## src/rtl/uart_rx_framed.sv

```systemverilog
// uart_rx_framed: parametrised UART receiver (5..9 data bits, optional parity, 1/2 stop bits)
// with 3-sample majority voting, false-start rejection and a valid/ready holding register.
`default_nettype none

module pulse_gen #(
  parameter int ACC_WIDTH = 1,
  parameter int ACC_INCR  = 2
) (
  input  logic clk,
  input  logic rst,
  output logic pulse
);
  logic [ACC_WIDTH-1:0] acc;
  logic [ACC_WIDTH:0]   sum;

  // The carry out of the phase accumulator is the tick.
  assign sum   = {1'b0, acc} + (ACC_WIDTH+1)'(ACC_INCR);
  assign pulse = sum[ACC_WIDTH];

  always_ff @(posedge clk) begin
    if (rst) acc <= '0;
    else     acc <= sum[ACC_WIDTH-1:0];
  end
endmodule

module uart_rx_framed #(
  parameter int baud_acc_width = 1,
  parameter int baud_acc_incr  = 2,
  parameter int DATA_BITS      = 8,
  parameter int PARITY         = 0,
  parameter int STOP_BITS      = 1
) (
  input  logic                 i_clk,
  input  logic                 i_rst,
  input  logic                 i_rx,
  output logic [DATA_BITS-1:0] o_data,
  output logic                 o_valid,
  input  logic                 i_ready,
  output logic                 o_parity_err,
  output logic                 o_frame_err,
  output logic                 o_overrun
);
  typedef enum logic [2:0] {IDLE, START, DATA, PAR, STOP} state_t;

  localparam logic [3:0] LAST_BIT  = 4'(DATA_BITS - 1);
  localparam logic       LAST_STOP = (STOP_BITS == 2);

  state_t               state, state_n;
  logic                 rx_meta, rx_sync, baud_x16;
  logic [3:0]           tick_cnt, tick_cnt_n, bit_idx, bit_idx_n;
  logic [1:0]           samp, samp_n;
  logic [DATA_BITS-1:0] shreg, shreg_n;
  logic                 par_acc, par_acc_n, par_err, par_err_n;
  logic                 fr_err, fr_err_n, stop_idx, stop_idx_n;
  logic                 bit_val, mid, wrap, done;

  pulse_gen #(
    .ACC_WIDTH (baud_acc_width),
    .ACC_INCR  (baud_acc_incr)
  ) u_tick (
    .clk   (i_clk),
    .rst   (i_rst),
    .pulse (baud_x16)
  );

  // Third vote is the live sample at tick 9.
  assign bit_val = (samp[0] & samp[1]) | (samp[0] & rx_sync) | (samp[1] & rx_sync);
  assign mid     = (tick_cnt == 4'd9);
  assign wrap    = (tick_cnt == 4'd15);

  always_comb begin
    state_n    = state;
    tick_cnt_n = tick_cnt;
    bit_idx_n  = bit_idx;
    samp_n     = samp;
    shreg_n    = shreg;
    par_acc_n  = par_acc;
    par_err_n  = par_err;
    fr_err_n   = fr_err;
    stop_idx_n = stop_idx;
    done       = 1'b0;
    if (baud_x16) begin
      tick_cnt_n = tick_cnt + 4'd1;
      if (tick_cnt == 4'd7) samp_n[0] = rx_sync;
      if (tick_cnt == 4'd8) samp_n[1] = rx_sync;
      case (state)
        IDLE: begin
          tick_cnt_n = 4'd0;
          if (!rx_sync) begin
            state_n    = START;
            par_acc_n  = 1'b0;
            par_err_n  = 1'b0;
            fr_err_n   = 1'b0;
            stop_idx_n = 1'b0;
          end
        end
        START: begin
          if (mid && bit_val) begin
            state_n    = IDLE;
            tick_cnt_n = 4'd0;
          end else if (wrap) begin
            state_n   = DATA;
            bit_idx_n = 4'd0;
          end
        end
        DATA: begin
          if (mid) begin
            shreg_n   = {bit_val, shreg[DATA_BITS-1:1]};
            par_acc_n = par_acc ^ bit_val;
          end
          if (wrap) begin
            if (bit_idx == LAST_BIT) state_n = (PARITY != 0) ? PAR : STOP;
            else                     bit_idx_n = bit_idx + 4'd1;
          end
        end
        PAR: begin
          if (mid) par_err_n = (PARITY == 1) ? ~(par_acc ^ bit_val) : (par_acc ^ bit_val);
          if (wrap) state_n = STOP;
        end
        STOP: begin
          if (mid) begin
            fr_err_n = fr_err | ~bit_val;
            if (stop_idx == LAST_STOP) begin
              done       = 1'b1;
              state_n    = IDLE;
              tick_cnt_n = 4'd0;
            end
          end else if (wrap) begin
            stop_idx_n = 1'b1;
          end
        end
        default: begin
          state_n    = IDLE;
          tick_cnt_n = 4'd0;
        end
      endcase
    end
  end

  always_ff @(posedge i_clk) begin
    if (i_rst) begin
      rx_meta  <= 1'b1;
      rx_sync  <= 1'b1;
      state    <= IDLE;
      tick_cnt <= 4'd0;
      bit_idx  <= 4'd0;
      samp     <= 2'b11;
      shreg    <= '0;
      par_acc  <= 1'b0;
      par_err  <= 1'b0;
      fr_err   <= 1'b0;
      stop_idx <= 1'b0;
    end else begin
      rx_meta  <= i_rx;
      rx_sync  <= rx_meta;
      state    <= state_n;
      tick_cnt <= tick_cnt_n;
      bit_idx  <= bit_idx_n;
      samp     <= samp_n;
      shreg    <= shreg_n;
      par_acc  <= par_acc_n;
      par_err  <= par_err_n;
      fr_err   <= fr_err_n;
      stop_idx <= stop_idx_n;
    end
  end

  // A completing frame wins over a same-cycle consume; a blocked one is dropped.
  always_ff @(posedge i_clk) begin
    if (i_rst) begin
      o_data       <= '0;
      o_valid      <= 1'b0;
      o_parity_err <= 1'b0;
      o_frame_err  <= 1'b0;
      o_overrun    <= 1'b0;
    end else begin
      o_overrun <= 1'b0;
      if (done) begin
        if (!o_valid || i_ready) begin
          o_data       <= shreg;
          o_parity_err <= par_err;
          o_frame_err  <= fr_err_n;
          o_valid      <= 1'b1;
        end else begin
          o_overrun <= 1'b1;
        end
      end else if (o_valid && i_ready) begin
        o_valid <= 1'b0;
      end
    end
  end
endmodule

`default_nettype wire

```

## config.mk

```make
export PLATFORM = sky130hd
export DESIGN_NAME = uart_rx_framed
export DESIGN_NICKNAME = d
export VERILOG_FILES = /design/src/rtl/uart_rx_framed.sv
export SDC_FILE = /design/constraint.sdc
export NUM_CORES = 1
export LEC_CHECK = 0
export ABC_AREA = 1
export CAP_MARGIN = 30
export CORE_MARGIN = 2
export CORE_UTILIZATION = 50
export DETAILED_ROUTE_END_ITERATION = 10
export PLACE_DENSITY = 0.74
export SYNTH_ARGS = -nofsm -noshare
export SYNTH_HDL_FRONTEND = slang
export SYNTH_SLANG_ARGS = --single-unit
```

## constraint.sdc

```tcl
create_clock -name i_clk -period 1.3 [get_ports i_clk]
set_clock_uncertainty 0.1 [all_clocks]
set_input_delay 0.26 -clock i_clk [delete_from_list [all_inputs] [get_ports i_clk]]
set_output_delay 0.26 -clock i_clk [all_outputs]
set_load 0.03 [all_outputs]
```

==> impl_metrics.env <==
export IMPL_hold_ws_ps=356
export IMPL_yosysWarningCount=0
export IMPL_dpl_cell_area_sq_um=2170
export IMPL_final_cells=334
export IMPL_h_tree_depth=2
export IMPL_cellPowerDensity_nw_per_um2=1250
export IMPL_diodes=0
export IMPL_grt_pass1_vias=1353
export IMPL_path_max_fanout=7
export IMPL_syn_avg_cell_area_sq_um=7.44
export IMPL_syn_to_final_growth_pct=44.7
export IMPL_via_per_inst=4.83
export IMPL_setup_viol=33
export IMPL_rows=21
export IMPL_dr_pass1_iters=4
export IMPL_path_clk_slew_ps=130
export IMPL_postSynthCellCount=227
export IMPL_start_util=0.514
export IMPL_end_kind="register"
export IMPL_synth_area_mux_share=0
export IMPL_dieWidth_microns=62.1
export IMPL_overflow=0
export IMPL_die_h_microns=62.1
export IMPL_maxCapViolCount=0
export IMPL_synth_top_family_by_area="simple AND/OR/NAND/NOR gates"
export IMPL_cts_tree="yes"
export IMPL_final_antenna_net_count=0
export IMPL_syn_nets=235
export IMPL_syn_area_sq_um=1690
export IMPL_io_pins=16
export IMPL_worst_slack_ps=-245
export IMPL_r2r_start="tick_cnt[0]"
export IMPL_period_minus_slack_ps=1540
export IMPL_p_leak_nw=1.11
export IMPL_synthSimpleGateAreaFrac=0.287
export IMPL_yosysSeqAreaShare=0.462
export IMPL_io_buffer_count=15
export IMPL_core_area_sq_um=3280
export IMPL_required_ps=1460
export IMPL_design_area_sq_um=2440
export IMPL_vdd_ir_drop_max_mv=0.866
export IMPL_slew_limit_headroom=0.824
export IMPL_failed_checks="setup timing"
export IMPL_final_common_cell="nor2_1"
export IMPL_clk_insertion_delay_late_ps=350
export IMPL_clk_path_buf_depth=2
export IMPL_ys_ff_latch=39
export IMPL_grtUsageTotal=0.191
export IMPL_period_share=1.19
export IMPL_vias=1613
export IMPL_layout_nets=295
export IMPL_crit_type="register to register"
export IMPL_grt_max_degree=19
export IMPL_hold_viol_final=0
export IMPL_antenna_found_initial=0
export IMPL_synthXorXnorAreaFrac=0.0207
export IMPL_critPathLaunchType="register"
export IMPL_critPathArrivalTime_ps=1710
export IMPL_drive_above_1_share=0.410
export IMPL_final_cell_mix="51 x nor2_1, 46 x buf_4, 33 x dfxtp_1"
export IMPL_grt_pass1_wl_mm=5.95
export IMPL_status="finished, violations left"
export IMPL_tightest_slew_ps=263
export IMPL_clock_sinks=39
export IMPL_drt_iter0_drc=49
export IMPL_synth_compound_area_frac=0.129
export IMPL_ff2ff_setup_slack_ps=-240
export IMPL_gp_congestion=0.827
export IMPL_synth_cell_types=25
export IMPL_min_from="rx_meta"
export IMPL_dp_hpwl_mm=2.53
export IMPL_rsz0062_at_grt="true"
export IMPL_final_max_slew_viol_count=0
export IMPL_cts_root_buffer_cell="clkbuf_4"
export IMPL_wl_mm=3.69
export IMPL_detail_route_drc_violations=0
export IMPL_startpoint="tick_cnt[0]"
export IMPL_routedWlPerCell_microns=11.0
export IMPL_dp_cells=323
export IMPL_dieArea_sq_um=3860
export IMPL_yosys_area_share_adder=0.0296
export IMPL_fmax_mhz=647
export IMPL_hp_class="register to register"
export IMPL_numCtsBuffers=5
## registers in the layout (all words and copies together) (netlist names), 2 cells and up
| name | cells |
|---|---|
| shreg | 8 |
| tick_cnt | 4 |
| bit_idx | 4 |
| o_data | 8 |
| state | 3 |
| samp | 2 |
## per-layer routing
layer	vias to the layer above	routed length, microns	GRT usage
met2	38	1760	0.293
li1	842	-	-
met1	727	1710	0.258
met5	-	0	0
met3	6	162	0.0543
met4	0	51	0.0667
## critical path, stage by stage (launching register included)
cell and delay [ps]:
dfxtp_4 410, ha_4 150, nand3_4 100, nor2_4 110, nand2_2 90, nor2_4 130
buf_12 140, clkinv_4 70, nor2_1 110, nor2_1 50
## metrics by stage
| stage | setup TNS [ps] | util | power, W | setup slack, ps |
|---|---|---|---|---|
| floorplan | -630 | - | 0.00183 | -66.7 |
| global placement | -4280 | 0.661 | 0.00217 | -185 |
| detailed placement | -4790 | 0.661 | 0.00218 | -226 |
| CTS | -4300 | 0.695 | 0.00296 | -183 |
| global route | -7890 | 0.744 | 0.00324 | -338 |
| finish | -5250 | 0.744 | 0.00306 | -245 |
## synth_stat cells
master,number,area share
a21oi_1,11,0.033
buf_2,1,0.0030
buf_6,1,0.0067
clkbuf_1,2,0.0044
dfxtp_1,39,0.46
ha_1,4,0.030
inv_1,19,0.042
inv_2,7,0.016
nand2_1,27,0.060
nand2_2,2,0.0074
nand3_1,7,0.021
nand3_2,2,0.012
nand3_4,1,0.010
nand4_1,2,0.0074
nor2_1,58,0.13
nor2_2,1,0.0037
nor2_4,3,0.020
nor3_1,3,0.0089
o21a_1,2,0.0089
o21ai_0,16,0.047
o21ai_1,12,0.036
o21bai_1,1,0.0044
or2_2,2,0.0074
xnor2_1,2,0.010
xor2_1,2,0.010
## cells by family (layout without fill, tap and decap cells)
group | Yosys count | after routing
and+or+nand+nor | 108 | 108
AOI/OAI and AO/OA | 42 | 42
DFF | 39 | 39
buffers and inverters | 30 | 91
adders and majority gates | 4 | 4
xor gates and xnor gates | 4 | 4
## final cells by class
cell class	count	area, sq um
Timing Repair inverter	1	6.26
Tap cell	46	57.6
Clock inverter	2	13.8
Inverter	26	105
Sequential cell	39	796
Multi-Input combinational cell	158	941
Fill cell	247	840
Clock buffer	6	62.6
Timing Repair Buffer	56	463
## what timing repair did
action,CTS,global route
pin swaps,5,7
setup buffers,0,2
hold buffers,0,0
cloned,0,1
resized for setup,10,43
endpoints found under the setup margin,32,33
## path summary, 6_finish.rpt
| check | end | cells after the start |
|---|---|---|
| worst max-delay path | o_data[6] | 9 |
| worst min-delay path | rx_sync | 1 |
| worst max register to register | o_data[6] | 9 |
| worst min register to register | rx_sync | 1 |
## power breakdown
part | total (W) | internal (W) | switching (W)
logic | 0.000929 | 0.000442 | 0.000487
clock network | 0.000748 | 0.000328 | 0.000420
registers | 0.00139 | 0.00130 | 0.0000886
No activity file was read; power rests on OpenSTA's default activity.
